### config.mk
export PLATFORM = sky130hd
export DESIGN_NAME = lcd_text_feeder
export DESIGN_NICKNAME = d
export VERILOG_FILES = /design/src/rtl/lcd_pkg.sv /design/src/rtl/lcd_char_fifo.sv /design/src/rtl/lcd_text_feeder.sv
export SDC_FILE = /design/constraint.sdc
export NUM_CORES = 1
export LEC_CHECK = 0
export CAP_MARGIN = 20
export CORE_MARGIN = 2
export CORE_UTILIZATION = 25
export CTS_BUF_LIST = sky130_fd_sc_hd__clkbuf_16
export DETAILED_ROUTE_END_ITERATION = 10
export DONT_BUFFER_PORTS = 1
export PLACE_DENSITY = 0.4
export SETUP_SLACK_MARGIN = 0.5
export SKIP_CTS_REPAIR_TIMING = 1
export SLEW_MARGIN = 20
export SYNTH_ARGS = -nofsm -noshare
export SYNTH_HDL_FRONTEND = slang
export SYNTH_SLANG_ARGS = --single-unit
### constraint.sdc
create_clock -name clk -period 2.5 [get_ports clk]
set_input_delay 0.5 -clock clk [delete_from_list [all_inputs] [get_ports clk]]
set_output_delay 0.5 -clock clk [all_outputs]
set_load 0.02 [all_outputs]
### src/rtl/lcd_pkg.sv
// Shared state encoding and HD44780-style command bytes for the LCD text feeder.
package lcd_pkg;

    typedef enum logic [1:0] {
        IDLE,
        ISSUE,
        WAIT_ACK,
        WAIT_DONE
    } lcd_state_t;

    localparam logic [7:0] CMD_CLEAR  = 8'h01;
    localparam logic [7:0] ADDR_LINE1 = 8'h80;
    localparam logic [7:0] ADDR_LINE2 = 8'hC0;

    // Bus word is {rs, rw, data}; the feeder only ever writes, so rw is always 0.
    function automatic logic [9:0] lcd_word(input logic rs, input logic [7:0] data);
        return {rs, 1'b0, data};
    endfunction

endpackage

### src/rtl/lcd_char_fifo.sv
// Character FIFO, DEPTH x 8, with synchronous flush that overrides push.
module lcd_char_fifo #(
    parameter int unsigned DEPTH = 8
) (
    input  logic       clk,
    input  logic       rst_n,
    input  logic       push,
    input  logic       pop,
    input  logic       flush,
    input  logic [7:0] din,
    output logic [7:0] dout,
    output logic       full,
    output logic       empty
);
    localparam int unsigned AW = $clog2(DEPTH);

    logic [7:0]  mem [DEPTH];
    logic [AW:0] wr_ptr;
    logic [AW:0] rd_ptr;
    logic        do_push;

    // Extra pointer bit distinguishes full from empty when the indices match.
    assign empty   = (wr_ptr == rd_ptr);
    assign full    = (wr_ptr[AW] != rd_ptr[AW]) && (wr_ptr[AW-1:0] == rd_ptr[AW-1:0]);
    assign dout    = mem[rd_ptr[AW-1:0]];
    assign do_push = push && !full && !flush;

    always_ff @(posedge clk or negedge rst_n) begin
        if (!rst_n) begin
            wr_ptr <= '0;
            rd_ptr <= '0;
        end else if (flush) begin
            wr_ptr <= '0;
            rd_ptr <= '0;
        end else begin
            if (do_push) begin
                wr_ptr <= wr_ptr + 1'b1;
            end
            if (pop && !empty) begin
                rd_ptr <= rd_ptr + 1'b1;
            end
        end
    end

    always_ff @(posedge clk) begin
        if (do_push) begin
            mem[wr_ptr[AW-1:0]] <= din;
        end
    end

endmodule

### src/rtl/lcd_text_feeder.sv
// Feeds buffered characters, line addresses and clear commands to a busy-handshaked LCD controller.
module lcd_text_feeder #(
    parameter int unsigned DEPTH = 8,
    parameter int unsigned COLS  = 16
) (
    input  logic       clk,
    input  logic       rst_n,
    input  logic       wr_valid,
    input  logic [7:0] wr_char,
    output logic       wr_ready,
    input  logic       clear_req,
    input  logic       busy,
    output logic       lcd_enable,
    output logic [9:0] lcd_bus,
    output logic [4:0] cursor
);
    import lcd_pkg::*;

    localparam logic [4:0] LINE1_LAST = 5'(COLS - 1);
    localparam logic [4:0] LINE2_LAST = 5'(2 * COLS - 1);

    lcd_state_t state;
    logic       pend_clear;
    logic       pend_addr;
    logic [7:0] addr_byte;
    logic       fifo_full;
    logic       fifo_empty;
    logic       fifo_pop;
    logic [7:0] fifo_head;

    assign wr_ready = !fifo_full;
    assign fifo_pop = (state == IDLE) && !busy && !pend_clear && !pend_addr && !fifo_empty;

    lcd_char_fifo #(
        .DEPTH(DEPTH)
    ) u_fifo (
        .clk   (clk),
        .rst_n (rst_n),
        .push  (wr_valid),
        .pop   (fifo_pop),
        .flush (clear_req),
        .din   (wr_char),
        .dout  (fifo_head),
        .full  (fifo_full),
        .empty (fifo_empty)
    );

    always_ff @(posedge clk or negedge rst_n) begin
        if (!rst_n) begin
            state      <= IDLE;
            lcd_enable <= 1'b0;
            lcd_bus    <= '0;
            cursor     <= '0;
            pend_clear <= 1'b0;
            pend_addr  <= 1'b0;
            addr_byte  <= '0;
        end else begin
            case (state)
                IDLE: begin
                    lcd_bus    <= '0;
                    lcd_enable <= 1'b0;
                    if (!busy) begin
                        if (pend_clear) begin
                            lcd_bus    <= lcd_word(1'b0, CMD_CLEAR);
                            lcd_enable <= 1'b1;
                            cursor     <= '0;
                            pend_clear <= 1'b0;
                            state      <= ISSUE;
                        end else if (pend_addr) begin
                            lcd_bus    <= lcd_word(1'b0, addr_byte);
                            lcd_enable <= 1'b1;
                            pend_addr  <= 1'b0;
                            state      <= ISSUE;
                        end else if (!fifo_empty) begin
                            lcd_bus    <= lcd_word(1'b1, fifo_head);
                            lcd_enable <= 1'b1;
                            state      <= ISSUE;
                        end
                    end
                end
                ISSUE: begin
                    state <= WAIT_ACK;
                end
                WAIT_ACK: begin
                    if (busy) begin
                        lcd_enable <= 1'b0;
                        state      <= WAIT_DONE;
                        // rs=1 marks a character item; only those advance the cursor.
                        if (lcd_bus[9]) begin
                            if (cursor == LINE2_LAST) begin
                                cursor    <= '0;
                                pend_addr <= 1'b1;
                                addr_byte <= ADDR_LINE1;
                            end else begin
                                cursor <= cursor + 5'd1;
                                if (cursor == LINE1_LAST) begin
                                    pend_addr <= 1'b1;
                                    addr_byte <= ADDR_LINE2;
                                end
                            end
                        end
                    end
                end
                WAIT_DONE: begin
                    if (!busy) begin
                        lcd_bus <= '0;
                        state   <= IDLE;
                    end
                end
                default: begin
                    state <= IDLE;
                end
            endcase

            // A new clear overrides both an address raised this cycle and a clear just issued.
            if (clear_req) begin
                pend_clear <= 1'b1;
                pend_addr  <= 1'b0;
            end
        end
    end

endmodule

### Yosys cells after proc, flatten, opt, wreduce, memory -nomap -nowiden

Memory sizes are Yosys's and may differ from the RTL's.
Index checks and enable logic that the tools add are counted.

| word-level totals | value |
|---|---|
| bits in registers | 36 |
| RAM bits | 64 |
| logic and storage cells | 106 |
| memories kept | 1 |

| cells by class | value |
|---|---|
| add/sub/neg operators | 3 |
| equal/unequal tests | 20 |
| multiplexer cells | 44 |
| reductions and logical operators | 29 |

Memory list:

| memory | words | width | read ports | clocked after memory_dff | write ports | RTL line | RTL |
|---|---|---|---|---|---|---|---|
| u_fifo.mem | 8 | 8 | 1 | 0 | 1 | lcd_char_fifo.sv:17 | `logic [7:0] mem [DEPTH];` |

Operators by type and width:

| operator | count |
|---|---|
| 2-to-1 mux 10 bit | 5 |
| 2-to-1 mux 5 bit | 5 |
| case mux 10 bit (2 select lines) | 1 |
| 2-to-1 mux 1 bit | 17 |
| 2-to-1 mux 4 bit | 4 |
| 2-to-1 mux 8 bit | 2 |
| 2-to-1 mux 2 bit | 6 |
| != test 2 bit (second input constant) | 6 |
| != test 3 bit (second input constant) | 4 |
| nonzero test 2 bit | 6 |
| case mux 5 bit (2 select lines) | 1 |
| adder 4 x 1 -> 4 bit (second input constant) | 2 |
| logical AND 1 bit | 8 |
| != test 4 bit (second input constant) | 2 |
| case mux 2 bit (4 select lines) | 1 |
| AND reduction 4 bit | 2 |
| zero test 1 bit | 6 |
| AND reduction 2 bit | 3 |
| AND reduction 6 bit | 1 |
| adder 5 x 1 -> 5 bit (second input constant) | 1 |
| == test 5 x 4 -> 1 bit (second input constant) | 1 |
| == test 5 bit (second input constant) | 1 |
| AND reduction 5 bit | 1 |
| == test 2 bit (second input constant) | 2 |
| 7 further kinds | 8 |

### Depth between registers and ports, before layout

Gate-level depths: netlist of run 1.

| logic depth | value |
|---|---|
| depth after elaboration | 8 |
| depth in mapped cells | 8 |
| gate-level depth less buffers | 6 |

### Hierarchy

From an unflattened synthesis of run 1, not the netlist that was laid out.

| unflattened totals | value |
|---|---|
| cell total of the unflattened synthesis | 267 |
| area, all modules | 4,216.5 um^2 |

Modules (own cells, without submodules):

| module | instances | cells an instance | area an instance (um^2) | seq. area each (um^2) |
|---|---|---|---|---|
| lcd_char_fifo | 1 | 171 | 3,114.2 | 2,122.0 |
| lcd_text_feeder | 1 | 96 | 1,102.3 | 525.5 |

### Worst setup path before layout of run 1

OpenSTA, ideal clock, no wires.

| path | value |
|---|---|
| path kind | register to register |
| start point | register u_fifo.wr_ptr[0] |
| end point | memory u_fifo.mem[4][0] (enable) |
| setup time | 383 ps |
| arrival time | 1,801 ps |
| path slack | 315 ps |
| cell stages (with the launch flop) | 7 |
| buffers on the path | 2 |
| path through | dfrtp_1 buf_6 xor2_1 o41a_1 buf_2 nand3b_1 nor3_1 |

| on the way | value |
|---|---|
| cells in the longest elaborated chain, start to end | 7 |

RTL lines:

| element | RTL line | RTL |
|---|---|---|
| start: declaration | lcd_char_fifo.sv:18 | `logic [AW:0] wr_ptr;` |
| start signal: assignment | lcd_char_fifo.sv:37 | `wr_ptr <= wr_ptr + 1'b1;` |
| == test 3 bit | lcd_char_fifo.sv:24 | `assign full = (wr_ptr[AW] != rd_ptr[AW]) && (wr_ptr[AW-1:0] == rd_ptr[AW-1:0]);` |
| logical AND 1 bit | lcd_char_fifo.sv:24 |  |
| zero test 1 bit | lcd_char_fifo.sv:26 | `assign do_push = push && !full && !flush;` |
| logical AND 1 bit (2 in series) | lcd_char_fifo.sv:26 |  |
| 2-to-1 mux 1 bit | lcd_char_fifo.sv:46 | `if (do_push) begin` |
| 2-to-1 mux 1 bit (implied by the code) | lcd_char_fifo.sv:47 | `mem[wr_ptr[AW-1:0]] <= din;` |
| end: declaration | lcd_char_fifo.sv:17 |  |

Several ways; a longest one is shown, not always the timed one.

### Final worst setup path of run 1

| path | value |
|---|---|
| start point | register u_fifo.wr_ptr[0] |
| end point | output port wr_ready |

| on the way | value |
|---|---|
| cells in the longest elaborated chain, start to end | 3 |

RTL lines:

| element | RTL line | RTL |
|---|---|---|
| == test 3 bit | lcd_char_fifo.sv:24 |  |
| logical AND 1 bit | lcd_char_fifo.sv:24 |  |
| zero test 1 bit | lcd_text_feeder.sv:31 | `assign wr_ready = !fifo_full;` |
| end: declaration | lcd_text_feeder.sv:10 | `output logic wr_ready,` |

No other way between the ends.

==> flow_summary.json, run 1 <==
{
  "status": "finished, final reports clean",
  "cp_slowest_cell": "or4_4",
  "synth-edff-count": 64,
  "wl_per_cell_um": 16.7,
  "cap_violations": 0,
  "required_ns": 2.00,
  "drt_iter0_markers": 99,
  "ir_drop_mv": 0.398,
  "reg2reg_from": "state[0]",
  "whs_ns": 0.223,
  "cts_tree": "yes",
  "ys_seq_area_frac": 0.656,
  "holdPathStages": 1,
  "avgSynthCellArea_um2": 15.6,
  "post-route-util": 0.296,
  "globalRouteTotalUtil": 0.102,
  "die_h_um": 131,
  "dp_hpwl_mm": 5.66,
  "crit_path_start_kind": "flop",
  "regArea_mm2": 0.00265,
  "via_per_inst": 4.32,
  "cp_cell_sequence": "xor2_2 -> or4_4",
  "rsz0062_at_grt": "yes",
  "nets": 294,
  "rows": 46,
  "slowest_delay_ns": 0.58,
  "gp_congestion": 0.708,
  "io_buffers": 0,
  "leakage_nw": 1.66,
  "hold_end": "u_fifo.wr_ptr[1]",
  "timing.critical_path.from": "u_fifo.wr_ptr[0]",
  "cts_buffers": 9,
  "worst_slack_ns": 0.447,
  "via_count": 2135,
  "fin_setup_tns_ns": 0,
  "grt_max_degree": 30,
  "worst_slew_pin_slew_ns": 0.553,
  "power.density_mw_per_mm2": 771,
  "firstDrtPassIters": 4,
  "syn_inst": 258,
  "async_reset_ff_frac": 0.312,
  "n_antenna_cell": 0,
  "drc": 0,
  "wirelength_mm": 8.24,
  "hold_viol": 0,
  "syn_nets": 279,
  "clock_path_buffers": 2,
  "cp_top_family": "simple AND/OR/NAND/NOR gates",
  "synth_cell_types": 49,
  "dpl_worst_slack_ns": 0.462,
  "clk_latency_ns": 0.33,
  "clkTransAtPathRegs_ns": 0.06,
  "synth-main-ff-cell": "edfxtp_1",
  "yosysTopAreaCell": "edfxtp_1",
  "fin_skew_ns": 0.00517,
  "grt_first_pass_wirelength_mm": 12.7,
  "syn_area_mm2": 0.00403,
  "grt_pass1_vias": 2163,
  "r2r-end": "cursor[4]",
  "die_width_um": 131,
  "synth_top_area_share": 0.476,
  "cts_num_sinks": 93,
  "timing.final.crit_share": 0.821,
  "pin_count": 30,
  "clock.fmax_ghz": 0.487,
  "syn_to_final_growth_pct": 16.3,
  "dieArea_mm2": 0.0172,
  "end_kind": "output port",
  "final-max-slew-violation-count": 0,
  "crit_arrival_ns": 1.55,
  "slew_headroom": 0.631,
  "cts_root_buffer": "clkbuf_16",
  "rrSetupSlack_ns": 0.62,
  "synth_area_leaders": "edfxtp_1 48%, dfrtp_1 18%, mux4_2 8.4%",
  "min_period_ns": 2.05,
  "critPathBufInv": 0,
  "grt_antenna_before_repair": 0,
  "initial_utilization": 0.255,
  "critPathKind": "reg -> out",
  "ant_nets": 0,
  "synth_seq_cells": 93,
  "worstPathMaxFanout": 6,
  "rr_worst_depth": 6,
  "drive_above_1_share": 0.227,
  "finalSetupViolations": 0,
  "hold_class": "in -> reg",
  "multi_input_area_mm2": 0.00130,
  "min_from": "clear_req",
  "core_mm2": 0.0158,
  "yosys_warnings": 0,
  "fill_cells": 1573,
  "overflow": 0,
  "htree_levels": 3
}
-- logic make-up after synthesis --
group           Yosys count  share of synthesized area
buf+inv                  19                     0.0285
mux                      29                      0.120
compound gates           42                     0.0701
xor+xnor                  5                     0.0127
fa+ha+maj                 8                     0.0248
simple gates             61                     0.0862
other cells               1                   0.000930
flops                    93                      0.656
-- metal layers --
layer | global-route usage | up-vias | share of wire
met4 | 0.0282 | 0 | 0.011
met5 | 0 | - | 0
met1 | 0.141 | 1077 | 0.49
met2 | 0.149 | 38 | 0.44
met3 | 0.0411 | 8 | 0.058
li1 | - | 1012 | -
-- stage by stage --
step                instances  power [W]  instance area (um^2)
floorplan                 258    0.00218                  4040
global placement          472    0.00227                  4310
detailed placement        472    0.00228                  4310
CTS                       488    0.00364                  4610
global route              494    0.00379                  4690
finish                    494    0.00362                  4690
-- cells in the final DEF (no fill, tap or decap), types with 9 or more instances in the layout --
cell	n
nand2_1	11
a21oi_1	13
mux4_2	15
edfxtp_1	64
dfrtp_1	26
clkbuf_16	9
nor2_1	12
buf_4	17
mux2i_1	11
-- where the power goes --
part	leakage (nW)	total, W	internal, W	switching [W]
registers	0.966	0.00180	0.00172	0.0000854
clock network	0.145	0.00135	0.000779	0.000575
logic	0.550	0.000460	0.000196	0.000264
total	1.66	0.00362	0.00269	0.000925
-- layout make-up --
| class | count | area share |
|---|---|---|
| Clock buffer | 9 | 0.0480 |
| Clock inverter | 7 | 0.0155 |
| Inverter | 4 | 0.00320 |
| Multi-Input combinational cell | 146 | 0.277 |
| Sequential cell | 93 | 0.565 |
| Tap cell | 216 | 0.0576 |
| Timing Repair Buffer | 19 | 0.0336 |
-- how the worst max path moves through the flow --
stage	cells past startpoint	slack [ns]	endpoint
2_1_floorplan	6	0.52	u_fifo.mem[5][0]
3_5_place_dp	5	0.46	u_fifo.mem[4][1]
3_3_place_gp	5	0.47	u_fifo.mem[4][2]
4_1_cts	2	0.23	wr_ready
6_report	2	0.45	wr_ready
5_1_grt	2	0.39	wr_ready
-- cells in the mapped netlist (all sizes together) (4+ instances only) --
library cell   n
a21o           6
a21oi         13
and3           4
buf           13
dfrtp         29
edfxtp        64
ha             8
inv            4
mux2i         11
mux4          15
nand2         11
nand2b         8
nor2          13
nor3           5
o21ai         10
-- state kept, by name, indices dropped and copies added (netlist names) --
signal / count
u_fifo.mem: 64
lcd_bus: 9
cursor: 5
u_fifo.rd_ptr: 4
u_fifo.wr_ptr: 4
addr_byte: 2
state: 2
lcd_enable: 1
pend_addr: 1
pend_clear: 1
-- worst register-to-register path: cells and delay by family (launching register included) --
family	cells	cell delay [ns]
fa+ha+maj	1	0.18
compound gates	1	0.47
flops	1	0.40
buf+inv	2	0.26
simple gates	1	0.27
mux	1	0.23
Power figures use the tool's default switching activity.
==> run 2, diff against run 1 <==
==> constraint.sdc (replaced) <==
create_clock -name clk -period 2.1 [get_ports clk]
set_input_delay 0.42 -clock clk [delete_from_list [all_inputs] [get_ports clk]]
set_output_delay 0.42 -clock clk [all_outputs]
set_load 0.02 [all_outputs]
==> run 2 against run 1 <==
Flip-flop and latch count is the same. Via count up 5.7%. Global-route usage up 0.68 points. Power is 24% higher. Largest cell class unchanged. Core utilization up 3.2 points. Non-clock buffer count increased by 15. Clock-buffer cell count unchanged. Largest power group unchanged. Design area up 11%. Cell count up 3.0%.
==> flow_summary.json, run 2 (same netlist as run 1, synthesis figures left out) <==
{
  "cap_violations": 0,
  "clock.fmax_ghz": 0.508,
  "pin_count": 30,
  "syn_to_final_growth_pct": 28.8,
  "die_width_um": 131,
  "cts_buffers": 9,
  "crit_arrival_ns": 1.55,
  "cts_num_sinks": 93,
  "cts_tree": "yes",
  "n_antenna_cell": 0,
  "drive_above_1_share": 0.406,
  "drc": 0,
  "clock_path_buffers": 2,
  "regArea_mm2": 0.00265,
  "power.density_mw_per_mm2": 862,
  "wl_per_cell_um": 18.0,
  "final_common_cell": "edfxtp_1",
  "io_buffers": 0,
  "grt_pass1_vias": 2162,
  "rows": 46,
  "postPlaceCellArea_mm2": 0.00439,
  "final-max-slew-violation-count": 0,
  "dp_hpwl_mm": 5.84,
  "initial_utilization": 0.255,
  "required_ns": 1.68,
  "rrSetupSlack_ns": 0.25,
  "hold_viol": 0,
  "timing.final.crit_share": 0.938,
  "via_per_inst": 4.43,
  "crit_path_start_kind": "flop",
  "grt_antenna_before_repair": 0,
  "globalRouteTotalUtil": 0.109,
  "critPathKind": "reg -> out",
  "finalSetupViolations": 0,
  "status": "finished, final reports clean",
  "nets": 309,
  "grt_util_met1": 0.135,
  "multi_input_area_mm2": 0.00157,
  "end_kind": "output port",
  "cts_root_buffer": "clkbuf_16",
  "wirelength_mm": 9.18,
  "clk_latency_ns": 0.35,
  "firstDrtPassIters": 4,
  "worstPathMaxFanout": 3,
  "core_mm2": 0.0158,
  "grt_use_met2": 0.171,
  "fin_area_mm2": 0.00520,
  "gr-max-usage-layer": "met2",
  "fin_skew_ns": 0.0103,
  "drt_iter0_markers": 110,
  "dieArea_mm2": 0.0172,
  "fin_setup_tns_ns": 0,
  "grt_max_degree": 30,
  "rsz0062_at_grt": "yes",
  "gp_congestion": 0.733,
  "htree_levels": 3,
  "clkTransAtPathRegs_ns": 0.07,
  "met3_usage": 0.0415,
  "ant_nets": 0,
  "largest_reg_flops": 64,
  "min_period_ns": 1.97,
  "hold_class": "in -> reg",
  "ir_drop_mv": 0.494,
  "overflow": 0,
  "fill_cells": 1532,
  "leakage_nw": 1.78,
  "grt_first_pass_wirelength_mm": 13.3,
  "final_cell_mix": "64 x edfxtp_1, 25 x dfrtp_1, 18 x buf_4, 15 x mux4_2, 11 x clkbuf_16",
  "die_h_um": 131,
  "via_count": 2256
}
## run 2: per-stage QoR
step / worst slack [ns] / utilization / total power, W / std cells / hold WS, ns
CTS: 0.0196 / 0.295 / 0.00433 / 487 / -0.258
finish: 0.130 / 0.328 / 0.00448 / 509 / 0.114
floorplan: 0.257 / - / 0.00263 / 258 / 0.124
detailed placement: 0.180 / 0.277 / 0.00274 / 471 / 0.126
global placement: 0.185 / 0.277 / 0.00274 / 471 / 0.126
global route: 0.0953 / 0.328 / 0.00468 / 509 / 0.108
## run 2: where the power goes
group | total (W) | internal (W) | leakage [nW] | switching [W]
logic | 0.000753 | 0.000361 | 0.682 | 0.000392
clock network | 0.00157 | 0.000822 | 0.134 | 0.000752
registers | 0.00215 | 0.00204 | 0.964 | 0.000110
## run 2: final timing paths
path	startpoint	to	depth (start not counted)
worst min register to register	addr_byte[7]	addr_byte[7]	1
worst max register to register	u_fifo.rd_ptr[3]	u_fifo.mem[4][3]	7
worst max-delay path	u_fifo.rd_ptr[0]	wr_ready	2
max in group asynchronous	rst_n	u_fifo.rd_ptr[0]	2
min in group asynchronous	rst_n	state[0]	2
worst min-delay path	clear_req	u_fifo.rd_ptr[3]	1
## run 2: metal layers
metal  routed length (um)  up-vias
li1                     -     1049
met1                 3850     1150
met2                 4590       46
met3                  570       11
met4                  167        0
met5                    0        -
## run 2: worst max-delay path, cell delays in order (launching register included)
cell and delay, ns:
dfrtp_2 0.43, xor2_2 0.19, or4_4 0.58
## run 2: final cells by class
class,instances,area share
clock buffer,9,0.0433
clock inverter,7,0.0113
inverter,4,0.00289
multi-input combinational,146,0.303
sequential,93,0.510
tap,216,0.0520
timing repair buffer,34,0.0775
